File: src/rtl/gpio_pkg.sv
// Shared definitions for the GPIO write arbiter: op encodings and FSM states.
package gpio_pkg;

  localparam int GPIO_OP_W = 2;

  typedef enum logic [GPIO_OP_W-1:0] {
    GPIO_OP_WRITE  = 2'b00,
    GPIO_OP_SET    = 2'b01,
    GPIO_OP_CLEAR  = 2'b10,
    GPIO_OP_TOGGLE = 2'b11
  } gpio_op_e;

  typedef enum logic {
    ST_IDLE  = 1'b0,
    ST_ISSUE = 1'b1
  } gpio_state_e;

endpackage

File: src/rtl/rr_arbiter.sv
// Combinational round-robin picker: first active request at or after ptr_i, wrapping.
module rr_arbiter #(
  parameter int N  = 2,
  parameter int IW = $clog2(N)
) (
  input  logic [N-1:0]  req_i,
  input  logic [IW-1:0] ptr_i,
  output logic [N-1:0]  grant_o,
  output logic [IW-1:0] idx_o,
  output logic          valid_o
);

  always_comb begin
    int c;
    logic [IW-1:0] cidx;
    c       = 0;
    cidx    = '0;
    grant_o = '0;
    idx_o   = '0;
    valid_o = 1'b0;
    for (int k = 0; k < N; k++) begin
      // ptr_i is always below N, so a single subtraction completes the wrap.
      c = int'(ptr_i) + k;
      if (c >= N) c = c - N;
      cidx = IW'(c);
      if (!valid_o && req_i[cidx]) begin
        valid_o       = 1'b1;
        idx_o         = cidx;
        grant_o[cidx] = 1'b1;
      end
    end
  end

endmodule

File: src/rtl/gpio_wr_arbiter.sv
// Round-robin owner of the GPIO register write port; one WRITE/SET/CLEAR/TOGGLE per grant.
module gpio_wr_arbiter
  import gpio_pkg::*;
#(
  parameter int NUM_REQ = 2,
  parameter int DW      = 8
) (
  input  logic                 clk,
  input  logic                 rst,
  input  logic [NUM_REQ-1:0]   req,
  input  logic [2*NUM_REQ-1:0] req_op,
  input  logic [DW*NUM_REQ-1:0] req_data,
  output logic [NUM_REQ-1:0]   ack,
  output logic                 busy,
  output logic                 gpio_we,
  output logic [DW-1:0]        gpio_wdata,
  input  logic [DW-1:0]        gpio_rdata
);

  localparam int IW = $clog2(NUM_REQ);

  gpio_state_e   state_q, state_d;
  logic [IW-1:0] ptr_q, ptr_d;
  logic [IW-1:0] win_q, win_d;
  gpio_op_e      op_q, op_d;
  logic [DW-1:0] data_q, data_d;

  logic [NUM_REQ-1:0] arb_grant;
  logic [IW-1:0]      arb_idx;
  logic               arb_valid;
  gpio_op_e           op_sel;
  logic [DW-1:0]      data_sel;

  rr_arbiter #(.N(NUM_REQ), .IW(IW)) u_rr (
    .req_i   (req),
    .ptr_i   (ptr_q),
    .grant_o (arb_grant),
    .idx_o   (arb_idx),
    .valid_o (arb_valid)
  );

  always_comb begin
    op_sel   = GPIO_OP_WRITE;
    data_sel = '0;
    for (int i = 0; i < NUM_REQ; i++) begin
      if (arb_grant[i]) begin
        op_sel   = gpio_op_e'(req_op[2*i +: 2]);
        data_sel = req_data[DW*i +: DW];
      end
    end
  end

  always_ff @(posedge clk or posedge rst) begin
    if (rst) begin
      state_q <= ST_IDLE;
      ptr_q   <= '0;
      win_q   <= '0;
      op_q    <= GPIO_OP_WRITE;
      data_q  <= '0;
    end else begin
      state_q <= state_d;
      ptr_q   <= ptr_d;
      win_q   <= win_d;
      op_q    <= op_d;
      data_q  <= data_d;
    end
  end

  always_comb begin
    state_d = state_q;
    ptr_d   = ptr_q;
    win_d   = win_q;
    op_d    = op_q;
    data_d  = data_q;
    case (state_q)
      ST_IDLE: begin
        if (arb_valid) begin
          win_d   = arb_idx;
          op_d    = op_sel;
          data_d  = data_sel;
          state_d = ST_ISSUE;
        end
      end
      ST_ISSUE: begin
        ptr_d   = (win_q == IW'(NUM_REQ-1)) ? '0 : win_q + IW'(1);
        state_d = ST_IDLE;
      end
      default: state_d = ST_IDLE;
    endcase
  end

  // Strobes decode only registered state; wdata folds in live rdata so the RMW sees the current value.
  always_comb begin
    busy       = (state_q == ST_ISSUE);
    gpio_we    = busy;
    ack        = '0;
    gpio_wdata = '0;
    if (busy) begin
      ack[win_q] = 1'b1;
      case (op_q)
        GPIO_OP_WRITE:  gpio_wdata = data_q;
        GPIO_OP_SET:    gpio_wdata = gpio_rdata | data_q;
        GPIO_OP_CLEAR:  gpio_wdata = gpio_rdata & ~data_q;
        GPIO_OP_TOGGLE: gpio_wdata = gpio_rdata ^ data_q;
        default:        gpio_wdata = data_q;
      endcase
    end
  end

endmodule

File: config.mk
export PLATFORM = sky130hd
export DESIGN_NAME = gpio_wr_arbiter
export DESIGN_NICKNAME = d
export VERILOG_FILES = /design/src/rtl/gpio_pkg.sv /design/src/rtl/rr_arbiter.sv /design/src/rtl/gpio_wr_arbiter.sv
export SDC_FILE = /design/constraint.sdc
export NUM_CORES = 1
export LEC_CHECK = 0
export ABC_AREA = 1
export BUFFER_PORTS_ARGS = -buffer_cell sky130_fd_sc_hd__buf_4
export CAP_MARGIN = 15
export CORE_MARGIN = 10
export CORE_UTILIZATION = 50
export CTS_CLUSTER_DIAMETER = 100
export CTS_CLUSTER_SIZE = 40
export DETAILED_ROUTE_END_ITERATION = 12
export PLACE_DENSITY_LB_ADDON = 0.3
export SYNTH_ARGS = -nofsm -noshare
export SYNTH_HDL_FRONTEND = slang
export SYNTH_SLANG_ARGS = --single-unit
File: constraint.sdc
create_clock -name clk -period 1.3 [get_ports clk]
set_input_delay 0.065 -clock clk [delete_from_list [all_inputs] [get_ports clk]]
set_output_delay 0.065 -clock clk [all_outputs]
set_load 0.005 [all_outputs]
# == After elaboration in Yosys (flattened, before gate mapping) ==
# Cells that the tools add are included.
# W data, S select, Z words.
# word_totals
out_inout_bits,12
inputBits,32
register_bits,13
word_cells,61
# op_classes
add_sub_neg,4
eq_ne,3
bitwise_logic,6
mux,28
reduce_logical,7
magnitude_cmp,8
# op_table
operator,count
$pmux W8 S4,1
$mux W8,3
$mux W1,15
$mux W2,5
$and A8 B8 Y8,1
$not A8 Y8,1
$or A8 B8 Y8,1
$xor A8 B8 Y8,1
$lt A1 B2 Y1 const B,3
$eq A2 B2 Y1 const B,2
$logic_and A1 B1 Y1,4
$demux W1 S1,3
$ge A1 B1 Y1 const B,3
$add A1 B1 Y2 const B,1
$eq A2 B1 Y1 const B,1
$ge A1 B2 Y1 const B,1
$ge A2 B2 Y1 const B,1
$logic_not A2 Y1,1
$or A2 B2 Y2,1
$pmux W1 S2,1
$reduce_and A2 Y1,1
$sub A1 B1 Y1 const B,2
$add A1 B1 Y1 const B,1
$logic_not A1 Y1,1
$not A1 Y1,1

# == Logic depth before layout (Yosys ltp) ==
# Gate-level depths: netlist of run 1.
# depth
depth_word,11
ltp_mapped,7
depth_no_buf,6

# == Cells and area by module ==
# Synthesis of run 1 repeated with hierarchy kept, for this count alone.
# unflattened
cells_unflattened,201
hier_area_um2,1307.5
# modules_own_cells
module,area_per_inst_um2,seq_area_each_um2,cells_each,n_inst
gpio_wr_arbiter,1277.5,325.3,194,1
rr_arbiter,30.0,0.0,7,1

# == Worst setup path after synthesis of run 1 ==
# No wires, ideal clock.
# synth_path
path_kind,reg-to-reg
startpoint,"reg state_q, in the netlist busy"
endpoint,reg data_q[2]
path_buffers,2
arrival_ns,0.932
synth_period_minus_slack_ns,1.057
required_ns,1.175
setup_time_ns,0.125
path_slack_ns,0.243
stages_incl_launch_ff,7
cell_sequence,dfrtp_1 > buf_6 > inv_4 > o21ai_2 > buf_6 > nand2_1 > nand3_1
# synth_via
elab_chain_len,2
# synth_lines
item,line_no,rtl
"start, declared",gpio_wr_arbiter.sv:22,"gpio_state_e state_q, state_d;"
"start signal, assigned",gpio_wr_arbiter.sv:61,state_q <= state_d;
$not A1 Y1 (no source line),--,
$reduce_and A2 Y1 (no source line),--,
"end signal, assigned",gpio_wr_arbiter.sv:65,data_q <= data_d;
"end, declared",gpio_wr_arbiter.sv:26,"logic [DW-1:0] data_q, data_d;"
# Every way passes these cells.
# A chain may end at the register's enable or synchronous reset.

# == Worst setup path after layout of run 1 ==
# layout_path
startpoint,reg op_q[1]
endpoint,out gpio_wdata[6]
# layout_via
elab_chain_len,3
elab_cells_between_ends,6
cone_classes,eq/ne (3); mux (2); reduce/logical (1)
# layout_lines
item,line_no,rtl
"start, declared",gpio_wr_arbiter.sv:25,"gpio_op_e op_q, op_d;"
"start signal, assigned",gpio_wr_arbiter.sv:64,op_q <= op_d;
$eq A2 B2 Y1 (tied with other cells),gpio_wr_arbiter.sv:100,case (op_q)
$pmux W8 S4 (*),gpio_wr_arbiter.sv:100,
$mux W8 (*),gpio_wr_arbiter.sv:98,if (busy) begin
"end, declared",gpio_wr_arbiter.sv:16,"output logic [DW-1:0] gpio_wdata,"
# Mark *: on every way between the ends. The rest lies on a longest branch, timed or not.

==> reports/results.ini, run 1 <==
[critical_path]
path_max_fanout=9
slowest_delay_ns=0.45
required_ns=1.24
crit_type=flip-flop to output pin
slowest_stage=dfrtp_2
path_cells=inv_4 -> nand2_4 -> o21ai_0 -> nor2_1 -> buf_4
cp.arrival_ns=1.44
critPathCaptureType=output pin
worst_setup_path_start_kind=flip-flop

[synth]
yosys.area_share.simple=0.369
yosys.area.top_type=dfrtp_1
ys_seq_elements=13
syn-num-nets=237
synthXorXnorAreaFrac=0
syn_area_per_cell_um2=6.83
synth_top_family_by_area=simple AND/OR/NAND/NOR gates
netlist_area_um2=1290
synth_compound_area_frac=0.0688
syn_inst=189
yosysTopAreaCellShare=0.252
synth_cell_types=19
ys_warn_count=0
seq_area_frac_synth=0.252
synth_mux_area_frac=0
synthTopCellsByArea=dfrtp_1, ha_1, nand2_1, nand3_1, inv_1
synth_fa_ha_area_frac=0.155

[cts]
clockBufferDepth=2
h-tree-depth=1
worstSkewPairLatency_ns=0.27
cts.sinks=13
clk_pin_slew_worst_paths_ns=0.07
cts_buffers=3
cts-root-buf=clkbuf_4
cts_tree=built

[floorplanning]
die_area_um2=5020
initial_core_util=0.521
core-area_um2=2480
die_h_um=70.8
die_x_um=70.8
rows=18
num_io_pins=44

[sta]
clock_skew_ns=0.000440
rsz0062_at_grt=yes
fmax_mhz=664
max_slew.worst_pin.slew_ns=0.527
hold_violations=0
fin_crit_ns=1.51
slew_viol_final=0
fin_ws_ns=-0.206
setup_viol=8
tns_ns=-1.09
slew_headroom=0.649
period_share=1.16

[layout]
layout_commonest_cell=buf_4
fillers=201
areaGrowthSynthToFinish_pct=44.4
stdcell_area_um2=1860
antennaDiodeCount=0
post_route_cells_drive_above_1_share=0.380
nNetsFinal=291
final_cell_mix=buf_4, nand2_1, nand3_1

[status]
outcome=finished with violations
violations=negative setup slack

[min_path]
hold_path_class=input port to flip-flop

[placement]
gp_congestion=0.781
portBuffers=43
place_area_um2=1590
hpwl_um=2390

[global_route]
track_usage=0.130
antenna_found_initial=0
grt_overflow_total=0
grt_max_degree=19
grt_pass1_wl_um=5780
grt_pass1_vias=1322

[routing]
postRouteAntennaNets=0
drc=0
vias=1374
drtPass1Iterations=5
drt-total-wl_um=3760
drtIter0Drc=89
wire_per_inst_um=13.8
routed_via_density=5.05

[power_and_ir_drop]
p_leak_uw=0.00101
cellPowerDensity_nw_per_um2=1090
peakVddDrop_mv=0.791

[flow_run]
cap_violations=0

critical path: cells and delay by family (launching register included):
kind / cells / cell delay, ns
flip-flops: 1 / 0.45
buffers and inverters: 2 / 0.27
AO/OA/AOI/OAI: 1 / 0.26
AND/OR/NAND/NOR: 2 / 0.19
report_power, final:
part	leakage (uW)	total, uW	switching (uW)	internal (uW)
registers	0.000159	569	77.8	491
clock network	0.0000150	244	125	119
logic	0.000833	1220	644	574
total	0.00101	2030	847	1180
per-layer routing:
| layer | global-route usage | routed length, um |
|---|---|---|
| met5 | 0 | 0 |
| met4 | 0.0387 | 29 |
| met3 | 0.0460 | 279 |
| met2 | 0.206 | 1750 |
| met1 | 0.162 | 1700 |
flip-flops by register name, summed over array words and instances (netlist names):
| name | cells |
|---|---|
| op_q | 2 |
| win_q | 1 |
| ptr_q | 1 |
| data_q | 8 |
| busy | 1 |
kinds of logic after synthesis:
family | Yosys count
AND/OR/NAND/NOR | 104
adder cells (fa/ha/maj) | 16
flip-flops | 13
buffers and inverters | 39
AO/OA/AOI/OAI | 17
metrics by stage:
| stage | power, uW | setup slack (ns) | util | cells | hold WS, ns |
|---|---|---|---|---|---|
| 6_report | 2030 | -0.206 | 0.753 | 272 | 0.0498 |
| 5_1_grt | 2210 | -0.270 | 0.753 | 272 | 0.0604 |
| 4_1_cts | 1900 | -0.120 | 0.730 | 268 | 0.0449 |
| 3_5_place_dp | 1470 | 0.149 | 0.643 | 256 | 0.111 |
| 3_3_place_gp | 1460 | 0.161 | 0.643 | 256 | 0.116 |
| 2_1_floorplan | 1190 | 0.243 | - | 189 | -0.0580 |
timing repair:
| action | CTS | global route |
|---|---|---|
| hold buffers | 1 | 0 |
| setup endpoints to repair | 8 | 8 |
| hold endpoints to repair | 13 | 0 |
| buffers inserted | 7 | 4 |
| resized for setup | 22 | 10 |
| pin swaps | 14 | 11 |
worst paths after layout:
kind | startpoint | end | slack, ns | cells after the start
worst max-delay path | op_q[1] | gpio_wdata[6] | -0.21 | 5
worst min-delay path | req_data[15] | data_q[7] | 0.05 | 3
worst max register to register | ptr_q | data_q[1] | 0.19 | 6
worst min register to register | win_q | win_q | 0.51 | 2
max in group asynchronous | rst | op_q[1] | 0.59 | 3
min in group asynchronous | rst | data_q[5] | 0.36 | 3
area by class of cell:
type / count / area [um2] / area share
timing repair buffer: 59 / 458 / 0.246
tap: 30 / 37.5 / 0.0201
clock buffer: 4 / 26.3 / 0.0141
multi-input combinational: 137 / 902 / 0.484
inverter: 29 / 114 / 0.0611
sequential: 13 / 327 / 0.175
cell usage after synthesis:
library cell,count
a21oi_1,8
buf_2,2
buf_4,3
buf_6,5
dfrtp_1,13
ha_1,16
inv_1,26
inv_2,2
inv_4,1
nand2_1,44
nand2_2,1
nand2_4,1
nand3_1,28
nand3b_1,7
nand4_1,6
nor2_1,17
o21ai_0,7
o21ai_1,1
o21ai_2,1
(Power assumes the default switching activity.)
==> inputs of run 2 (changes only) <==
CORE_UTILIZATION = 52   (was 50)
CTS_BUF_LIST = sky130_fd_sc_hd__clkbuf_4   (was default)
==> run 2 against run 1 <==
  * The flow still finishes with violations (negative setup slack)
  * Register-to-register slack lost 0.03 ns
  * Critical path type unchanged
  * Non-clock buffer count is the same
  * Die area shrank 2.8%
  * Maximum frequency grew 3.2%
  * Clock-buffer cell count did not move
  * Cell count down 0.74%
  * Flip-flop and latch count unchanged
==> reports/results.ini, run 2 (same netlist as run 1, synthesis figures left out) <==
[routing]
vias=1420
wire_per_inst_um=14.3
routed_via_density=5.26
postRouteAntennaNets=0
drtIter0Drc=164
drtPass1Iterations=4
drt-total-wl_um=3870
drc=0

[floorplanning]
num_io_pins=44
die_area_um2=4880
initial_core_util=0.562
die_h_um=69.8
die_x_um=69.8
rows=17
core-area_um2=2300

[critical_path]
worst_setup_path_start_kind=flip-flop
crit_type=flip-flop to output pin
r2r-start=ptr_q
reg2reg_depth=6
cp.arrival_ns=1.39
rr_endpoint=data_q[3]
critPathCaptureType=output pin
path_max_fanout=2
required_ns=1.24
ff2ff_setup_slack_ns=0.16
startpoint=data_q[4]

[global_route]
grt_max_degree=19
grt_pass1_vias=1381
track_usage=0.138
grt_overflow_total=0
antenna_found_initial=0
grt_pass1_wl_um=5980

[power_and_ir_drop]
power.internal_uw=1210
total_power_uw=2080
power_frac_seq=0.271
pwr-share-clk=0.125
pwr-share-comb=0.604
cellPowerDensity_nw_per_um2=1100
switching_share=0.419
p_sw_uw=871
peakVddDrop_mv=0.784
p_leak_uw=0.00101

[placement]
hpwl_um=2630
dp_cells=255
gp_congestion=0.755
portBuffers=43
place_area_um2=1600

[layout]
final_cell_mix=buf_4, nand2_1, nand3_1
regMostFlops=data_q
final_cells=270
reg_top3=data_q (8), op_q (2)
multi_input_area_um2=928
fillers=136
areaGrowthSynthToFinish_pct=46.3
regArea_um2=325
antennaDiodeCount=0
layout_commonest_cell=buf_4
post_route_cells_drive_above_1_share=0.409
largest_reg_flops=8
final_util=0.822
nNetsFinal=291
stdcell_area_um2=1890

[sta]
whs_ns=0.0615
fin_ws_ns=-0.160
fmax_mhz=685
fin_crit_ns=1.46
max_slew.worst_pin.slew_ns=0.505
rsz0062_at_grt=yes
setup_viol=8
slew_headroom=0.663
hold_violations=0
period_share=1.12
clock_skew_ns=0.00735
slew_viol_final=0

[cts]
h-tree-depth=1
clk_pin_slew_worst_paths_ns=0.08
worstSkewPairLatency_ns=0.26
clockBufferDepth=2
cts-root-buf=clkbuf_4
cts_buffers=3
cts.sinks=13
cts_tree=built

[status]
violations=negative setup slack
outcome=finished with violations

[min_path]
holdCritStartpoint=req_data[15]
whs_path_depth=3
hold_path_class=input port to flip-flop
min_to=data_q[7]

[flow_run]
cap_violations=0

[run 2: cell count changes in the layout (fill, tap and decap cells not counted), moves of 2 or more]
cell     previous run  this run
a21oi_2             1         4
a21oi_1             7         4
inv_2               9        11
inv_1              18        16
[run 2: what timing repair did]
item / CTS / global route
setup endpoints to repair: 8 / 8
setup buffers: 8 / 2
pin swaps: 18 / 24
hold endpoints to repair: 13 / 0
hold buffers: 1 / 0
resized for setup: 24 / 14
[run 2: metal layers]
layer	track usage	vias up	wire length, um
li1	-	709	-
met5	0	-	0
met4	0.0370	0	28
met3	0.0471	4	275
met1	0.164	653	1680
met2	0.229	54	1880
[run 2: layout make-up]
| cell class | count | area share |
|---|---|---|
| clock buffer | 4 | 0.0159 |
| timing repair buffer | 59 | 0.242 |
| tap | 28 | 0.0185 |
| inverter | 29 | 0.0603 |
| sequential | 13 | 0.172 |
| multi-input combinational | 137 | 0.491 |
[run 2: metrics by stage]
step	TNS, ns	setup WS, ns
after floorplan	0	0.243
after global routing	-1.78	-0.268
after CTS	-0.771	-0.115
after detailed placement	0	0.141
after global placement	0	0.179
final	-1.02	-0.160
[run 2: worst max-delay path: stages (launching register included)]
cell	delay [ns]
dfrtp_1	0.37
inv_2	0.06
ha_4	0.26
nand3_2	0.06
nand2_1	0.09
nor2_2	0.04
nor2_1	0.13
buf_4	0.14
[run 2: worst max path at each step]
stage                          endpoint  slack [ns]  depth (start not counted)
after floorplan               data_q[2]        0.24                          6
final                     gpio_wdata[4]       -0.16                          7
after detailed placement  gpio_wdata[4]        0.14                          7
after CTS                 gpio_wdata[4]       -0.12                          7
after global placement    gpio_wdata[2]        0.18                          7
after global routing      gpio_wdata[4]       -0.27                          7
[run 2: power by group through the flow]
stage / clock network [uW] / registers [uW] / logic, uW
global placement: 0 / 557 / 883
CTS: 262 / 557 / 1130
floorplan: 0 / 549 / 643
finish: 260 / 564 / 1250
global route: 288 / 573 / 1390
detailed placement: 0 / 564 / 930
==> inputs of run 3 (changes only) <==
CORE_UTILIZATION = 56   (was 52)
clock period = 1.7 ns   (was 1.3 ns; I/O delays follow)
==> run 3 against run 2 <==
  * The flow now finishes without violations
  * Via count decreased by 6.1%
  * Clock power decreased by 20%
  * Flip-flop and latch count unchanged
  * First-iteration DRC count decreased by 47%
  * Sequential share of layout area increased by 2.9 points
  * Clock skew decreased by 0.0033 ns
  * Non-clock buffer count decreased by 13
  * Worst setup slack improved by 0.32 ns
  * Clock-buffer cell count unchanged
  * Design area decreased by 15%
  * Power decreased by 36%
==> reports/results.ini, run 3 (same netlist as run 1, synthesis figures left out) <==
[floorplanning]
num_io_pins=44
initial_core_util=0.584
rows=17
die_x_um=68.0
die_h_um=68.0
core-area_um2=2210
die_area_um2=4630

[sta]
rsz0062_at_grt=no
fin_ws_ns=0.163
period_share=0.904
slew_headroom=0.662
clock_skew_ns=0.00401
slew_viol_final=0
hold_violations=0
tns_ns=0
fmax_mhz=651
max_slew.worst_pin.slew_ns=0.508
whs_ns=0.0637
setup_viol=0
fin_crit_ns=1.54

[critical_path]
crit_path_frequent_cell=nor2_1
required_ns=1.62
critical-path-top-delay-family=flip-flops
critPathCaptureType=output pin
crit_type=flip-flop to output pin
slowest_delay_ns=0.40
path_cells=inv_1 -> ha_1 -> nand3_1 -> nand2_1 -> nor2_1 -> nor2_1 -> buf_4
path_max_fanout=3
critPathBufInv=2
cp.arrival_ns=1.45
reg2reg_depth=5
slowest_stage=dfrtp_1
worst_setup_path_start_kind=flip-flop
path_depth=7

[status]
outcome=finished clean

[layout]
areaGrowthSynthToFinish_pct=25.1
reg_top3=data_q (8), op_q (2)
antennaDiodeCount=0
regMostFlops=data_q
largest_reg_flops=8
final_cell_mix=buf_4, nand2_1, nand3_1
post_route_cells_drive_above_1_share=0.240
layout_commonest_cell=buf_4
fillers=187
nNetsFinal=278

[routing]
vias=1333
routed_via_density=5.19
wire_per_inst_um=12.8
drc=0
drtPass1Iterations=6
drtIter0Drc=87
drt-total-wl_um=3290
postRouteAntennaNets=0

[cts]
clockBufferDepth=2
cts_resized=0
cts_tree=built
cts-root-buf=clkbuf_4
h-tree-depth=1
cts.sinks=13
cts_buffers=3
cts_setup_buffers=0
clk_pin_slew_worst_paths_ns=0.08
worstSkewPairLatency_ns=0.28

[flow_run]
cap_violations=0

[global_route]
antenna_found_initial=0
grt_max_degree=17
grt_pass1_vias=1345
grt_overflow_total=0
grt_pass1_wl_um=5500
track_usage=0.148

[min_path]
whs_path_depth=3
hold_path_class=input port to flip-flop

[placement]
portBuffers=43
hpwl_um=2650
dp_slack_ns=0.346
gp_congestion=0.817

[power_and_ir_drop]
peakVddDrop_mv=0.690
p_leak_uw=0.000936
total_power_uw=1330
cellPowerDensity_nw_per_um2=822

[run 3: cell count changes in the layout (fill, tap and decap cells not counted), sizes merged]
cell and delta:
buf -13
[run 3: final timing paths]
check | start | to | slack, ns
hold / removal | req_data[10] | data_q[2] | 0.06
setup / recovery | data_q[3] | gpio_wdata[3] | 0.16
min in group asynchronous | rst | data_q[1] | 0.36
max in group asynchronous | rst | data_q[0] | 1.02
hold reg to reg | data_q[0] | data_q[0] | 0.51
setup reg to reg | busy | op_q[0] | 0.30
[run 3: cell type report]
cell class,instances,area (um2),share of cell area
inverters,29,111,0.0689
clock buffers,4,30.0,0.0186
multi-input cells,137,766,0.474
flip-flops and latches,13,325,0.201
well taps,28,35.0,0.0217
repair buffers,46,348,0.215
[run 3: metal layers]
metal / GRT usage / wire [um] / part of all wire / vias to the layer above
li1: - / - / - / 684
met1: 0.166 / 1420 / 0.43 / 593
met2: 0.263 / 1590 / 0.48 / 49
met3: 0.0310 / 238 / 0.072 / 7
met4: 0.0628 / 48 / 0.015 / 0
met5: 0 / 0 / 0 / -
[run 3: report_power, final]
group	leakage [uW]	total, uW	switching (uW)	internal (uW)
clock	0.0000184	207	99.6	107
sequential	0.000161	444	69.2	374
combinational	0.000757	678	376	302
total	0.000936	1330	545	784
[run 3: repair_timing]
item,4_1_cts,5_1_grt
endpoints found under the hold margin,13,0
hold buffers,1,0
endpoints found under the setup margin,0,0
[run 3: through the flow]
stage          cells  utilization  area (um2)
4_1_cts          257        0.730        1620
5_1_grt          257        0.730        1620
2_1_floorplan    189            -        1290
3_3_place_gp     252        0.712        1580
6_report         257        0.730        1620
3_5_place_dp     252        0.712        1580
[run 3: worst min-delay path, cell delays in order]
cell and delay [ns]:
buf_4 0.08, nand4_1 0.08, nand3_1 0.07
